**src/rtl/tetris_pkg.sv**
```systemverilog
// Shared constants, piece codes, board masks and FSM types for the falling-piece logic.
package tetris_pkg;

  localparam int BOARD_W  = 32;
  localparam int ROW_W    = 4;
  localparam int NUM_ROWS = 8;

  localparam logic [1:0] PIECE_SINGLE = 2'b00;
  localparam logic [1:0] PIECE_HPAIR  = 2'b01;
  localparam logic [1:0] PIECE_SQUARE = 2'b10;
  localparam logic [1:0] PIECE_L      = 2'b11;

  localparam logic [BOARD_W-1:0] COL0_MASK       = 32'h1111_1111;
  localparam logic [BOARD_W-1:0] COL3_MASK       = 32'h8888_8888;
  localparam logic [BOARD_W-1:0] BOTTOM_ROW_MASK = 32'hF000_0000;

  localparam logic [2:0] PHASE_GEN   = 3'd0;
  localparam logic [2:0] PHASE_CLEAR = 3'd1;
  localparam logic [2:0] PHASE_FALL  = 3'd2;
  localparam logic [2:0] PHASE_OVER  = 3'd3;

  typedef enum logic [2:0] {
    ST_IDLE,
    ST_FALL,
    ST_DROP,
    ST_LOCK,
    ST_OVER
  } state_e;

  typedef enum logic [1:0] {
    DIR_DOWN  = 2'd0,
    DIR_LEFT  = 2'd1,
    DIR_RIGHT = 2'd2
  } dir_e;

  // Every piece spawns in rows 0-1, columns 1-2.
  function automatic logic [BOARD_W-1:0] spawn_mask(input logic [1:0] piece);
    logic [BOARD_W-1:0] m;
    case (piece)
      PIECE_SINGLE: m = 32'h0000_0002;
      PIECE_HPAIR:  m = 32'h0000_0006;
      PIECE_SQUARE: m = 32'h0000_0066;
      default:      m = 32'h0000_0062;
    endcase
    return m;
  endfunction

  function automatic logic [2:0] phase_of(input state_e st);
    logic [2:0] p;
    case (st)
      ST_IDLE: p = PHASE_GEN;
      ST_LOCK: p = PHASE_CLEAR;
      ST_OVER: p = PHASE_OVER;
      default: p = PHASE_FALL;
    endcase
    return p;
  endfunction

endpackage

```
**src/rtl/piece_shift_check.sv**
```systemverilog
// Combinational one-step shift of the active-piece mask with wall/floor and settled-cell collision test.
module piece_shift_check
  import tetris_pkg::*;
(
  input  logic [BOARD_W-1:0] mask_i,
  input  logic [BOARD_W-1:0] settled_i,
  input  dir_e               dir_i,
  output logic [BOARD_W-1:0] shifted_o,
  output logic               blocked_o
);

  logic edge_hit;

  always_comb begin
    shifted_o = mask_i;
    edge_hit  = 1'b0;
    case (dir_i)
      DIR_DOWN: begin
        shifted_o = mask_i << ROW_W;
        edge_hit  = |(mask_i & BOTTOM_ROW_MASK);
      end
      DIR_LEFT: begin
        shifted_o = mask_i >> 1;
        edge_hit  = |(mask_i & COL0_MASK);
      end
      DIR_RIGHT: begin
        shifted_o = mask_i << 1;
        edge_hit  = |(mask_i & COL3_MASK);
      end
      default: begin
        shifted_o = mask_i;
        edge_hit  = 1'b1;
      end
    endcase
    blocked_o = edge_hit | (|(shifted_o & settled_i));
  end

endmodule

```
**src/rtl/piece_mover.sv**
```systemverilog
// Falling-piece controller: spawn split, lateral moves, gravity, hard drop and lock.
// Optional SOFT_DROP_EN adds a soft_drop input that shortens the gravity period.
module piece_mover
  import tetris_pkg::*;
#(
  parameter int GRAVITY_DIV = 8
) (
  input  logic               clka,
  input  logic               restart_n,
  input  logic               spawn_valid,
  output logic               spawn_ready,
  input  logic [BOARD_W-1:0] board_in,
  input  logic [1:0]         curr_piece,
  input  logic               spawn_error,
  input  logic               move_left,
  input  logic               move_right,
  input  logic               hard_drop,
`ifdef SOFT_DROP_EN
  input  logic               soft_drop,
`endif
  output logic [BOARD_W-1:0] board_out,
  output logic               locked,
  output logic               game_over,
  output logic [2:0]         phase
);

  localparam int CNT_W = $clog2(GRAVITY_DIV + 1);
  localparam logic [CNT_W-1:0] THR_NORMAL = CNT_W'(GRAVITY_DIV - 1);
`ifdef SOFT_DROP_EN
  localparam int SOFT_DIV = ((GRAVITY_DIV / 4) > 1) ? (GRAVITY_DIV / 4) : 1;
  localparam logic [CNT_W-1:0] THR_SOFT = CNT_W'(SOFT_DIV - 1);
`endif

  state_e             state_q, state_d;
  logic [BOARD_W-1:0] mask_q, mask_d;
  logic [BOARD_W-1:0] settled_q, settled_d;
  logic [CNT_W-1:0]   cnt_q, cnt_d;
  logic [BOARD_W-1:0] board_out_q;
  logic               locked_q, game_over_q;
  logic [2:0]         phase_q;

  logic [BOARD_W-1:0] shifted [3];
  logic [2:0]         blocked;
  logic [BOARD_W-1:0] new_mask;
  logic [CNT_W-1:0]   thr;
  logic               lat_ok;
  logic               tick;

  for (genvar gi = 0; gi < 3; gi++) begin : g_chk
    piece_shift_check u_chk (
      .mask_i    (mask_q),
      .settled_i (settled_q),
      .dir_i     (dir_e'(2'(gi))),
      .shifted_o (shifted[gi]),
      .blocked_o (blocked[gi])
    );
  end

`ifdef SOFT_DROP_EN
  assign thr = soft_drop ? THR_SOFT : THR_NORMAL;
`else
  assign thr = THR_NORMAL;
`endif

  assign new_mask    = spawn_mask(curr_piece);
  // >= so a switch to a shorter period ticks at once if the count is already past it.
  assign tick        = (cnt_q >= thr);
  assign spawn_ready = (state_q == ST_IDLE);

  always_comb begin
    state_d   = state_q;
    mask_d    = mask_q;
    settled_d = settled_q;
    cnt_d     = cnt_q;
    lat_ok    = 1'b0;
    case (state_q)
      ST_IDLE: begin
        if (spawn_valid) begin
          mask_d    = new_mask;
          settled_d = board_in & ~new_mask;
          cnt_d     = '0;
          state_d   = spawn_error ? ST_OVER : ST_FALL;
        end
      end
      ST_FALL: begin
        if (hard_drop) begin
          state_d = ST_DROP;
        end else begin
          if (move_left && !move_right && !blocked[DIR_LEFT]) begin
            mask_d = shifted[DIR_LEFT];
            lat_ok = 1'b1;
          end else if (move_right && !move_left && !blocked[DIR_RIGHT]) begin
            mask_d = shifted[DIR_RIGHT];
            lat_ok = 1'b1;
          end
          // An accepted lateral move defers the tick; the counter parks at its terminal value.
          if (tick) begin
            if (!lat_ok) begin
              cnt_d = '0;
              if (!blocked[DIR_DOWN]) mask_d = shifted[DIR_DOWN];
              else                    state_d = ST_LOCK;
            end
          end else begin
            cnt_d = cnt_q + 1'b1;
          end
        end
      end
      ST_DROP: begin
        if (!blocked[DIR_DOWN]) mask_d = shifted[DIR_DOWN];
        else                    state_d = ST_LOCK;
      end
      ST_LOCK: begin
        settled_d = settled_q | mask_q;
        mask_d    = '0;
        state_d   = ST_IDLE;
      end
      ST_OVER: begin
        state_d = ST_OVER;
      end
      default: begin
        state_d = ST_IDLE;
      end
    endcase
  end

  always_ff @(posedge clka or negedge restart_n) begin
    if (!restart_n) begin
      state_q     <= ST_IDLE;
      mask_q      <= '0;
      settled_q   <= '0;
      cnt_q       <= '0;
      board_out_q <= '0;
      locked_q    <= 1'b0;
      game_over_q <= 1'b0;
      phase_q     <= PHASE_GEN;
    end else begin
      state_q     <= state_d;
      mask_q      <= mask_d;
      settled_q   <= settled_d;
      cnt_q       <= cnt_d;
      board_out_q <= settled_d | mask_d;
      locked_q    <= (state_d == ST_LOCK);
      game_over_q <= (state_d == ST_OVER);
      phase_q     <= phase_of(state_d);
    end
  end

  assign board_out = board_out_q;
  assign locked    = locked_q;
  assign game_over = game_over_q;
  assign phase     = phase_q;

endmodule

```
**config.mk**
```make
export PLATFORM = sky130hd
export DESIGN_NAME = piece_mover
export DESIGN_NICKNAME = d
export VERILOG_FILES = /design/src/rtl/tetris_pkg.sv /design/src/rtl/piece_shift_check.sv /design/src/rtl/piece_mover.sv
export SDC_FILE = /design/constraint.sdc
export NUM_CORES = 1
export LEC_CHECK = 0
export ABC_AREA = 1
export CELL_PAD_IN_SITES_DETAIL_PLACEMENT = 0
export CELL_PAD_IN_SITES_GLOBAL_PLACEMENT = 1
export CORE_ASPECT_RATIO = 1.2
export CORE_MARGIN = 2
export CORE_UTILIZATION = 41
export DETAILED_ROUTE_END_ITERATION = 16
export HOLD_SLACK_MARGIN = 0.02
export PLACE_DENSITY_LB_ADDON = 0.1
export SLEW_MARGIN = 20
export SYNTH_ARGS = -nofsm -noshare
export SYNTH_HDL_FRONTEND = slang
export SYNTH_SLANG_ARGS = --single-unit
```
**constraint.sdc**
```tcl
create_clock -name clka -period 2.4 [get_ports clka]
set_input_delay 0.72 -clock clka [delete_from_list [all_inputs] [get_ports clka]]
set_output_delay 0.72 -clock clka [all_outputs]
set_load 0.03 [all_outputs]
```
==> reports/results.md <==
| Step | Quantity | This run |
| --- | --- | --- |
| status | Run status | completed |
| critical path | Highest net fanout along the worst path | 5 |
| power | Switching Power | 0.00614 W |
| sta | RSZ-0062 raised after global routing | no |
| cts | Sink count of the clock tree | 107 |
| yosys | Library cell with the largest summed area after synthesis | dfrtp_1 |
| yosys | Synthesized instance count | 1084 |
| sta | Final critical delay including setup and external delays | 2250 ps |
| yosys | Largest cells by area after synthesis | dfrtp_1, nand2_1, inv_1 |
| worst hold path | Hold WC Path Type | input port to async pin |
| yosys | Post-synthesis area per instance | 6.76 um2 |
| die | Core area | 17500 um2 |
| power | Sequential Power Share | 0.292 |
| drt | Routed via count | 7485 |
| finish | Fin nets | 1251 |
| cts | Number of buffers on the longest clock path | 2 |
| power | P per Cell Area | 1340 nW/um2 |
| power | Leakage power | 4.92 nW |
| power | Clock share of power | 0.126 |
| die | Die footprint | 19000 um2 |
| sta | Transition time at the pin with the least slew margin | 537 ps |
| drt | Routed wire length per instance | 18.6 um |
| critical path | Arrival time at the worst endpoint | 1530 ps |
| cts | Quantity of hold-fixing buffers added after cts | 0 |
| critical path | Type of destination of the critical path | output port |
| placed design | Number of I/O port buffers | 76 |
| placed design | Half-perimeter wire length of the detailed placement result | 20500 um |
| drt | DRC violations left | 0 |
| power | Comb power frac | 0.582 |
| cts | Number of CTS-inserted buffers | 9 |
| yosys | Post-synth EDFFs | 0 |
| yosys | FFs w/ async S/R, synth | 1.00 |
| grt | Via count of the first global-routing pass | 7298 |
| cts | CTS root buffer | clkbuf_16 |
| power | Power after layout | 0.0123 W |
| job | Max-cap violations | 0 |
| finish | Number of inserted filler cells in the final layout | 1855 |
| critical path | Required arrival time at the worst endpoint | 1680 ps |
| sta | Sum of negative setup slack | 0 ps |
| power | Internal power consumption | 0.00614 W |
| sta | Max transition margin | 0.642 |
| cts | H-tree lvl count | 3 |
| yosys | Top FF cell, synth | dfrtp_1 |
| yosys | Total of flip-flops plus latches after synthesis | 107 |
| finish | Area taken by multi-input logic gates | 3670 um2 |
| critical path | Class of the most critical setup path | register to output port |
| cts | TritonCTS clock tree | done |
| placed design | Gpl congestion | 0.925 |
| drt | Detailed-route vias per instance | 5.23 |
| yosys | Number of warnings issued by yosys | 0 |
| sta | Count of endpoints failing setup in the final report | 0 |
| die | Ports placed on the boundary | 79 |
| power | Worst vdd ir | 0.685 mV |
| finish | Area delta synth->final | 25.1% |
| cts | Post-CTS clock slew at the launch and capture registers of the worst setup and hold paths | 80 ps |
| grt | Pin count of the biggest net entering global routing | 60 |
| yosys | Area of the mapped netlist | 7320 um2 |
| sta | Number of failing hold endpoints at the final stage | 0 |
| cts | Clk Latency, worst-skew pair | 360 ps |
| drt | First drt pass iteration count | 5 |
| yosys | Portion of synthesized cell area occupied by the leading cell type | 0.366 |
| grt | Global-route wire length before repair | 41200 um |
| sta | Min Hold Slack | 342 ps |
| drt | Post-DRT Antenna Nets | 0 |
| finish | Fraction of the core area covered by cells at the end of the flow | 0.523 |
| die | Initial Util | 0.418 |
| yosys | Synth unique cells | 42 |
| critical path | Kind of start point of the critical path | register |
| sta | Post-route clock skew | 9.78 ps |
| finish | Seq. cell area | 2680 um2 |
| drt | Routed wire length | 26600 um |
| grt | Antenna violations before repair | 0 |
| power | Switching power share of the total | 0.500 |
| finish | ANT cells | 0 |
| die | Width of the die | 126 um |
| die | Die outline height | 150 um |
| yosys | Sequential-to-total area share from yosys stat | 0.366 |
| grt | Grt total ovfl | 0 |
| yosys | Post-synth net total | 1128 |
| sta | Maximum operating frequency | 445 MHz |
| finish | Layout cells sized above 1 | 0.155 |
| drt | Drt first-iter violations | 551 |
| grt | Overall fraction of global-route tracks in use | 0.286 |
| sta | Share of the cycle needed by the critical path after routing | 0.936 |
| die | Number of rows in the core area | 53 |
| sta | Number of pins with negative max-slew slack in the final report | 0 |
==> routing by layer <==
metal  vias up  routed length (um)  global-route usage
met5         -                   0                   0
met1      3548               11500               0.371
met3        47                1450              0.0387
li1       3659                   -                   -
met2       231               12900               0.489
met4         0                 833               0.104
==> through the flow <==
stage	std cells	cell area, um2	setup slack, ps
5_1_grt	1432	9160	20.4
3_3_place_gp	1413	8760	-444
3_5_place_dp	1413	8760	-445
6_report	1432	9160	154
2_1_floorplan	1084	7320	380
4_1_cts	1429	9070	1.18
==> Yosys cell counts, types with 11 or more instances <==
cell type,number
nand4_1,36
dfrtp_1,107
nand3_2,12
inv_1,143
a21oi_1,65
buf_6,24
nand2_1,358
nor2_1,83
clkbuf_1,17
o21ai_0,79
buf_2,15
nand2_2,18
nand3_1,47
a211o_1,11
==> registers in the layout (all words and copies together) (netlist names) <==
| name | cells |
|---|---|
| phase | 2 |
| locked | 1 |
| state_q | 3 |
| settled_q | 32 |
| cnt_q | 4 |
| game_over | 1 |
| board_out | 32 |
| mask_q | 32 |
==> kinds of logic (layout without fill, tap and decap cells) <==
kind of cell	after synthesis	in the layout	share of synthesized area
compound gates	180	180	0.136
fa+ha+maj	3	3	0.00513
buf+inv	215	343	0.142
flops	107	107	0.366
other cells	1	1	0.000512
simple gates	578	578	0.351
==> layout by cell type, fill, tap and decap left out, types with 7 or more instances in the layout <==
cell,synthesis,routed
nand2_1,358,355
inv_1,143,143
dfrtp_1,107,104
buf_4,2,82
nor2_1,83,76
o21ai_0,79,76
clkdlybuf4s50_1,0,72
a21oi_1,65,65
nand3_1,47,45
nand4_1,36,36
nand2_2,18,21
nand3_2,12,13
buf_12,1,12
a211o_1,11,11
nor2_2,5,10
clkbuf_16,0,9
inv_2,8,8
o21ai_1,4,7
==> cell type report <==
type | count | share of cell area
clock buffer | 9 | 0.0246
clock inverter | 7 | 0.00806
inverter | 154 | 0.0639
multi-input combinational | 762 | 0.400
sequential | 107 | 0.293
tap | 220 | 0.0301
timing repair buffer | 173 | 0.180
==> power groups by stage <==
stage	logic, W	registers, W	clock network [W]
5_1_grt	0.00796	0.00368	0.00166
4_1_cts	0.00711	0.00358	0.00160
2_1_floorplan	0.00411	0.00367	0
3_3_place_gp	0.00704	0.00361	0
6_report	0.00715	0.00359	0.00155
3_5_place_dp	0.00707	0.00360	0
==> timing repair <==
action	in CTS	in global routing
pin swaps	2	7
endpoints found under the setup margin	31	72
cloned	0	1
gates resized for setup	6	21
buffers inserted	0	2
==> final timing paths <==
| check | from | end | slack (ps) | cells after the start |
|---|---|---|---|---|
| max in group asynchronous | restart_n | mask_q[9] | 1750 | 2 |
| min in group clka | cnt_q[3] | cnt_q[3] | 510 | 2 |
| max | state_q[1] | spawn_ready | 150 | 4 |
| max reg2reg | settled_q[10] | board_out[19] | 190 | 14 |
| min reg2reg | cnt_q[3] | cnt_q[3] | 510 | 2 |
| min | restart_n | board_out[26] | 340 | 2 |
==> critical path, stage by stage, from the launching register on <==
cell and delay [ps]:
dfrtp_1 440, nor2_2 210, nand2_1 130, inv_1 190, buf_4 200
(Power assumes the default switching activity.)
